[config.mk]
export PLATFORM = sky130hd
export DESIGN_NAME = mem_write_buffer_flat
export DESIGN_NICKNAME = d
export VERILOG_FILES = /design/src/rtl/mem_write_buffer_if.sv /design/src/rtl/mem_write_buffer.sv /design/src/flat_wrapper.sv
export SDC_FILE = /design/constraint.sdc
export NUM_CORES = 1
export LEC_CHECK = 0
export ABC_AREA = 1
export CAP_MARGIN = 10
export CELL_PAD_IN_SITES_DETAIL_PLACEMENT = 0
export CELL_PAD_IN_SITES_GLOBAL_PLACEMENT = 2
export CORE_AREA = 10 10 269 271
export CTS_CLUSTER_DIAMETER = 120
export CTS_CLUSTER_SIZE = 10
export DETAILED_ROUTE_END_ITERATION = 16
export DIE_AREA = 0 0 279 281
export HOLD_SLACK_MARGIN = 0.05
export PLACE_DENSITY = 0.85
export SYNTH_ARGS = -nofsm -noshare
export SYNTH_HDL_FRONTEND = slang
export SYNTH_SLANG_ARGS = --single-unit
[constraint.sdc]
create_clock -name clk -period 5.5 [get_ports clk]
set_input_delay 0.55 -clock clk [delete_from_list [all_inputs] [get_ports clk]]
set_output_delay 0.55 -clock clk [all_outputs]
set_load 0.005 [all_outputs]
[src/rtl/mem_write_buffer_if.sv]
// Signal bundle shared by the EX/MEM latch, the store write buffer and the data memory.
interface mem_write_buffer_if #(
    parameter int AW = 32,
    parameter int DW = 32
);
    logic          st_valid;
    logic [AW-1:0] st_addr;
    logic [DW-1:0] st_data;
    logic          st_ready;
    logic          ld_valid;
    logic [AW-1:0] ld_addr;
    logic [DW-1:0] ld_data;
    logic          ld_done;
    logic          stall;
    logic          empty;
    logic [AW-1:0] mem_addr;
    logic [DW-1:0] mem_wdata;
    logic          mem_memwrite;
    logic          mem_memread;
    logic [DW-1:0] mem_rdata;

    modport slave (
        input  st_valid, st_addr, st_data, ld_valid, ld_addr, mem_rdata,
        output st_ready, ld_data, ld_done, stall, empty,
               mem_addr, mem_wdata, mem_memwrite, mem_memread
    );

    modport master (
        output st_valid, st_addr, st_data, ld_valid, ld_addr, mem_rdata,
        input  st_ready, ld_data, ld_done, stall, empty,
               mem_addr, mem_wdata, mem_memwrite, mem_memread
    );
endinterface

[src/rtl/mem_write_buffer.sv]
// Posted-store FIFO with load priority in front of a single-port data memory.
// Define WBUF_FWD_EN to forward conflicting loads from the youngest matching store.
module mem_write_buffer #(
    parameter int DEPTH = 4,
    parameter int AW    = 32,
    parameter int DW    = 32
) (
    input  logic              clk,
    input  logic              rst,
    mem_write_buffer_if.slave bus
);
    localparam int PW = $clog2(DEPTH);
    localparam int CW = PW + 1;

    localparam logic [1:0] OP_IDLE  = 2'd0;
    localparam logic [1:0] OP_WRITE = 2'd1;
    localparam logic [1:0] OP_READ  = 2'd2;

    logic [AW-1:0] addr_q [DEPTH];
    logic [DW-1:0] data_q [DEPTH];
    logic [PW-1:0] wptr;
    logic [PW-1:0] rptr;
    logic [PW-1:0] rptr_nxt;
    logic [CW-1:0] count;
    logic [CW-1:0] count_pop;
    logic [CW-1:0] count_nxt;
    logic [1:0]    op_q;
    logic          st_ready;
    logic          push;
    logic          pop;
    logic          ld_pend;
    logic          conflict;
    logic [AW-1:0] head_addr;
    logic [DW-1:0] head_data;
    logic [AW-1:0] mem_addr_q;
    logic [DW-1:0] mem_wdata_q;
    logic          memwrite_q;
    logic          memread_q;
    logic [DW-1:0] ld_data_q;
    logic          ld_done_q;
`ifdef WBUF_FWD_EN
    logic [DW-1:0] fwd_data;
`endif

    assign st_ready         = (count != CW'(DEPTH));
    assign bus.st_ready     = st_ready;
    assign bus.empty        = (count == '0);
    assign bus.stall        = (bus.ld_valid & ~ld_done_q) | (bus.st_valid & ~st_ready);
    assign bus.mem_addr     = mem_addr_q;
    assign bus.mem_wdata    = mem_wdata_q;
    assign bus.mem_memwrite = memwrite_q;
    assign bus.mem_memread  = memread_q;
    assign bus.ld_data      = ld_data_q;
    assign bus.ld_done      = ld_done_q;

    assign push      = bus.st_valid & st_ready;
    assign pop       = (op_q == OP_WRITE);
    assign ld_pend   = bus.ld_valid & ~ld_done_q & (op_q != OP_READ);
    assign rptr_nxt  = rptr + PW'(pop);
    assign count_pop = count - CW'(pop);
    assign count_nxt = count_pop + CW'(push);

    // When the buffer drains to nothing this edge, the incoming store is the new head.
    assign head_addr = (count_pop == '0) ? bus.st_addr : addr_q[rptr_nxt];
    assign head_data = (count_pop == '0) ? bus.st_data : data_q[rptr_nxt];

    // Scan oldest to youngest so the last hit is the youngest; a same-edge push is younger still.
    always_comb begin
        conflict = 1'b0;
`ifdef WBUF_FWD_EN
        fwd_data = '0;
`endif
        for (int k = 0; k < DEPTH; k++) begin
            if ((CW'(k) < count) && !(pop && (k == 0)) &&
                (addr_q[rptr + PW'(k)] == bus.ld_addr)) begin
                conflict = 1'b1;
`ifdef WBUF_FWD_EN
                fwd_data = data_q[rptr + PW'(k)];
`endif
            end
        end
        if (push && (bus.st_addr == bus.ld_addr)) begin
            conflict = 1'b1;
`ifdef WBUF_FWD_EN
            fwd_data = bus.st_data;
`endif
        end
    end

    always_ff @(posedge clk) begin
        if (push) begin
            addr_q[wptr] <= bus.st_addr;
            data_q[wptr] <= bus.st_data;
        end
    end

    always_ff @(posedge clk or posedge rst) begin
        if (rst) begin
            wptr        <= '0;
            rptr        <= '0;
            count       <= '0;
            op_q        <= OP_IDLE;
            mem_addr_q  <= '0;
            mem_wdata_q <= '0;
            memwrite_q  <= 1'b0;
            memread_q   <= 1'b0;
            ld_data_q   <= '0;
            ld_done_q   <= 1'b0;
        end else begin
            rptr  <= rptr_nxt;
            count <= count_nxt;
            if (push) begin
                wptr <= wptr + PW'(1);
            end
            ld_done_q <= (op_q == OP_READ);
            if (op_q == OP_READ) begin
                ld_data_q <= bus.mem_rdata;
            end
            op_q       <= OP_IDLE;
            memwrite_q <= 1'b0;
            memread_q  <= 1'b0;
            if (ld_pend && !conflict) begin
                op_q       <= OP_READ;
                memread_q  <= 1'b1;
                mem_addr_q <= bus.ld_addr;
            end else if (count_nxt != '0) begin
                op_q        <= OP_WRITE;
                memwrite_q  <= 1'b1;
                mem_addr_q  <= head_addr;
                mem_wdata_q <= head_data;
            end
`ifdef WBUF_FWD_EN
            if (ld_pend && conflict) begin
                ld_data_q <= fwd_data;
                ld_done_q <= 1'b1;
            end
`endif
        end
    end
endmodule

[src/flat_wrapper.sv]
// flat-port wrapper written by rule: the top's interface ports become plain ports
module mem_write_buffer_flat 
#(
    parameter int DEPTH = 4,
    parameter int AW    = 32,
    parameter int DW    = 32
)
  (clk, rst, bus_st_valid, bus_st_addr, bus_st_data, bus_ld_valid, bus_ld_addr, bus_mem_rdata, bus_st_ready, bus_ld_data, bus_ld_done, bus_stall, bus_empty, bus_mem_addr, bus_mem_wdata, bus_mem_memwrite, bus_mem_memread);
  mem_write_buffer_if #(.AW(AW), .DW(DW)) bus_i ();
  input  logic clk;
  input  logic rst;
  input wire logic [$bits(bus_i.st_valid)-1:0] bus_st_valid;
  input wire logic [$bits(bus_i.st_addr)-1:0] bus_st_addr;
  input wire logic [$bits(bus_i.st_data)-1:0] bus_st_data;
  input wire logic [$bits(bus_i.ld_valid)-1:0] bus_ld_valid;
  input wire logic [$bits(bus_i.ld_addr)-1:0] bus_ld_addr;
  input wire logic [$bits(bus_i.mem_rdata)-1:0] bus_mem_rdata;
  output wire logic [$bits(bus_i.st_ready)-1:0] bus_st_ready;
  output wire logic [$bits(bus_i.ld_data)-1:0] bus_ld_data;
  output wire logic [$bits(bus_i.ld_done)-1:0] bus_ld_done;
  output wire logic [$bits(bus_i.stall)-1:0] bus_stall;
  output wire logic [$bits(bus_i.empty)-1:0] bus_empty;
  output wire logic [$bits(bus_i.mem_addr)-1:0] bus_mem_addr;
  output wire logic [$bits(bus_i.mem_wdata)-1:0] bus_mem_wdata;
  output wire logic [$bits(bus_i.mem_memwrite)-1:0] bus_mem_memwrite;
  output wire logic [$bits(bus_i.mem_memread)-1:0] bus_mem_memread;
  assign bus_i.st_valid = bus_st_valid;
  assign bus_i.st_addr = bus_st_addr;
  assign bus_i.st_data = bus_st_data;
  assign bus_i.ld_valid = bus_ld_valid;
  assign bus_i.ld_addr = bus_ld_addr;
  assign bus_i.mem_rdata = bus_mem_rdata;
  assign bus_st_ready = bus_i.st_ready;
  assign bus_ld_data = bus_i.ld_data;
  assign bus_ld_done = bus_i.ld_done;
  assign bus_stall = bus_i.stall;
  assign bus_empty = bus_i.empty;
  assign bus_mem_addr = bus_i.mem_addr;
  assign bus_mem_wdata = bus_i.mem_wdata;
  assign bus_mem_memwrite = bus_i.mem_memwrite;
  assign bus_mem_memread = bus_i.mem_memread;
  mem_write_buffer #(.DEPTH(DEPTH), .AW(AW), .DW(DW)) u_core (.clk(clk), .rst(rst), .bus(bus_i));
endmodule
==> metrics.yaml <==
run_status:
  outcome: "finished, final reports clean"
power_and_ir_drop:
  peakVddDrop_uv: 403
  combPwrFrac_pct: 59.1
  switchingPower_w: 0.00816
  power_w: 0.0168
  intPower_w: 0.00861
  sequentialPowerShare_pct: 25.3
  power_density_nw_per_um2: 676
  pwr-share-clk_pct: 15.6
  switching_share_pct: 48.7
  p_leak_nw: 10.5
clock_tree:
  cts_root_buffer: "clkbuf_16"
  cts_tree: "done"
  clkLatencyLatePin_ps: 590
  clk_pin_slew_ps: 70
  cts_inserted_buffers: 42
  post_cts_resized: 0
  post_cts_buffers: 0
  hold_buffers: 0
  htree_levels: 2
  cts.sinks: 362
  clock_path_buffers: 3
critical_path:
  endpoint_kind: "flop"
  slowest_stage: "inv_2"
  max_stage_delay_ps: 750
  path_buf_inv: 3
  crit_fanout: 40
  crit_family: "simple AND/OR/NAND/NOR gates"
  worstSetupStartpointType: "flop"
  worstPathArrival_ps: 4620
  path_class: "reg2reg"
  cp_cell_sequence: "inv_2 > buf_4 > nand3_1 > nand2_1 > nand2_1 > nand4_1 > nor2_1 > nand3_1 > nor2_1 > nor2_2 > nand3_4 > inv_2 > nand2_1 > nand3_1"
  cp_data_required_time_ps: 6010
placement:
  dpl-instance-area_um2: 23600
  io_buffers: 233
  dp_slack_ps: 1440
  dp.cells: 3554
  dp_hpwl_mm: 56.0
  routabilityCongestion: 0.915
floorplanning:
  dieHeight_um: 281
  die_area_um2: 78400
  dieWidth_um: 279
  core_um2: 66800
  rows: 95
  ios: 234
  start_util_pct: 30.7
sta:
  setup_viol_count_final: 0
  worst_slack_ps: 1390
  relSlewSlack_pct: 26.8
  fin_setup_tns_ps: 0
  rsz0062_at_grt: "no"
  max_freq_ghz: 0.243
  period_share_pct: 74.8
  min_period_ps: 4110
  clock_skew_ps: 22.9
  finalHoldViolations: 0
  tightest_slew_ps: 1100
  drv_slew: 0
detailed_routing:
  dr_total_vias: 18607
  dr.pass1.iters: 6
  initialDrtViolationCount: 1666
  ant_nets: 0
  vias_per_cell: 5.12
  routed_wirelength_mm: 78.8
  wl_per_cell_um: 21.7
  drcViolationCount: 0
yosys:
  synth-edff-count: 256
  synthesis.nets: 2720
  synth_flop_cell: "edfxtp_1"
  synth-async-reset-ratio_pct: 29.3
  ys_ff_latch: 362
  seq_area_frac_synth_pct: 50.5
  netlist_instances: 2579
  synth_area_um2: 20500
  yosys_warnings: 0
  synth_area_leaders: "edfxtp_1, nand2_1, dfrtp_1, nand3_1, o21ai_0"
  syn-mean-instance-area_um2: 7.94
  yosys.area.top_type: "edfxtp_1"
  synth_top_area_share_pct: 37.5
  ys_types: 40
global_routing:
  grt_usage_pct: 19.5
  grt_max_degree: 117
  grt_use_met1_pct: 25.1
  grt-ovfl-total: 0
  antenna_found_initial: 7
  grt_pass1_vias: 18037
  grt_pass1_wl_mm: 116
  use_met2_pct: 32.2
  grt_util_met3_pct: 3.55
  busiest_layer: "met2"
layout:
  fin_nets: 2866
  fillers: 6849
  stdcell_count: 3631
  area_delta_synth_final_pct: 21.2
  design_area_um2: 24800
  drive_gt1_share_pct: 4.79
flow_run:
  maxCapViolations: 0
worst_hold_path:
  hold_path_class: "in2async"
worst reg2reg max path, stage by stage, from the launching register on:
cell	delay [ps]
dfrtp_2	410
inv_2	430
buf_4	560
nand3_1	310
nand2_1	110
nand2_1	80
nand4_1	190
nor2_1	100
nand3_1	170
nor2_1	90
nor2_2	210
nand3_4	350
inv_2	770
nand2_1	170
nand3_1	130
final cells by class:
type	count	area [um2]	share of cell area (%)
Sequential cell	362	10300	41.7
Multi-Input combinational cell	1906	8920	35.9
Timing Repair Buffer	267	2680	10.8
Clock buffer	72	1160	4.69
Tap cell	873	1090	4.40
Inverter	146	551	2.22
Clock inverter	4	67.6	0.272
Antenna cell	1	2.50	0.0101
registers in the layout (all words and copies together), names as in the netlist:
name	count
u_core.addr_q	128
u_core.data_q	128
u_core.bus.ld_data	32
u_core.bus.mem_addr	32
u_core.bus.mem_wdata	32
u_core.count	3
u_core.rptr	2
u_core.wptr	2
u_core.bus.ld_done	1
u_core.bus.mem_memread	1
u_core.op_q	1
power groups by stage:
| stage | clock network, W | logic, W | registers [W] |
|---|---|---|---|
| 6_report | 0.00261 | 0.00992 | 0.00424 |
| 3_5_place_dp | 0 | 0.00994 | 0.00427 |
| 4_1_cts | 0.00267 | 0.0100 | 0.00423 |
| 5_1_grt | 0.00278 | 0.0111 | 0.00431 |
| 2_1_floorplan | 0 | 0.00630 | 0.00420 |
| 3_3_place_gp | 0 | 0.00986 | 0.00425 |
final timing paths:
check / slack (ps) / cells after the start / endpoint / from
worst max-delay path: 1390 / 14 / u_core.bus.mem_addr[18]$_DFFE_PP0P_ / u_core.rptr[1]$_DFF_PP0_
worst min-delay path: 480 / 2 / u_core.bus.mem_addr[31]$_DFFE_PP0P_ / rst
worst max register to register: 1390 / 14 / u_core.bus.mem_addr[18]$_DFFE_PP0P_ / u_core.rptr[1]$_DFF_PP0_
worst min register to register: 480 / 2 / u_core.bus.ld_data[25]$_DFFE_PP0P_ / u_core.bus.ld_data[25]$_DFFE_PP0P_
max in group asynchronous: 3630 / 3 / u_core.rptr[0]$_DFF_PP0_ / rst
min in group clk: 480 / 2 / u_core.bus.ld_data[25]$_DFFE_PP0P_ / u_core.bus.ld_data[25]$_DFFE_PP0P_
cells by family after synthesis:
| family | after synthesis | share of synthesized area (%) |
|---|---|---|
| XOR/XNOR | 48 | 2.09 |
| AND/OR/NAND/NOR | 1499 | 30.3 |
| buffers and inverters | 311 | 6.36 |
| flip-flops | 362 | 50.5 |
| adder cells (fa/ha/maj) | 9 | 0.550 |
| multiplexers | 17 | 0.849 |
| AO/OA/AOI/OAI | 333 | 9.41 |
routing by layer:
| metal | vias to the layer above | wire length, um |
|---|---|---|
| met5 | - | 80 |
| met4 | 10 | 3020 |
| met3 | 123 | 4800 |
| met2 | 597 | 37000 |
| met1 | 8953 | 33900 |
| li1 | 8924 | - |
Yosys cell counts (2+ instances only):
cell      number
nand2_1      943
nand3_1      349
edfxtp_1     256
nor2_1       152
inv_1        141
o21ai_0      131
dfrtp_1      106
clkbuf_1      89
buf_2         59
o211ai_1      59
o21ai_1       50
a21oi_1       33
xor2_1        32
or2_2         28
a31oi_1       22
o22ai_1       20
xnor2_1       15
mux2i_1       14
buf_4         12
o311ai_0      12
nand4_1       11
ha_1           9
nor3_1         6
inv_2          4
a211oi_1       3
mux2_2         3
buf_1          2
buf_6          2
nand2_2        2
o31ai_1        2
or2_0          2
or2_1          2
through the flow:
step	hold slack, ps	util [%]
after floorplan	472	-
after global placement	463	35.3
after detailed placement	465	35.3
after CTS	481	37.1
after global routing	494	37.2
final	480	37.2
cells in the final DEF, fill, tap and decap left out, types with 22 or more instances in the layout:
cell             count
a21oi_1             33
a31oi_1             22
buf_4               27
clkbuf_1            30
clkbuf_16           42
clkdlybuf4s50_1    233
dfrtp_1            104
edfxtp_1           256
inv_1              139
nand2_1            942
nand3_1            348
nor2_1             148
o211ai_1            59
o21ai_0            131
o21ai_1             50
or2_2               28
xor2_1              32
No activity file was read; power rests on OpenSTA's default activity.
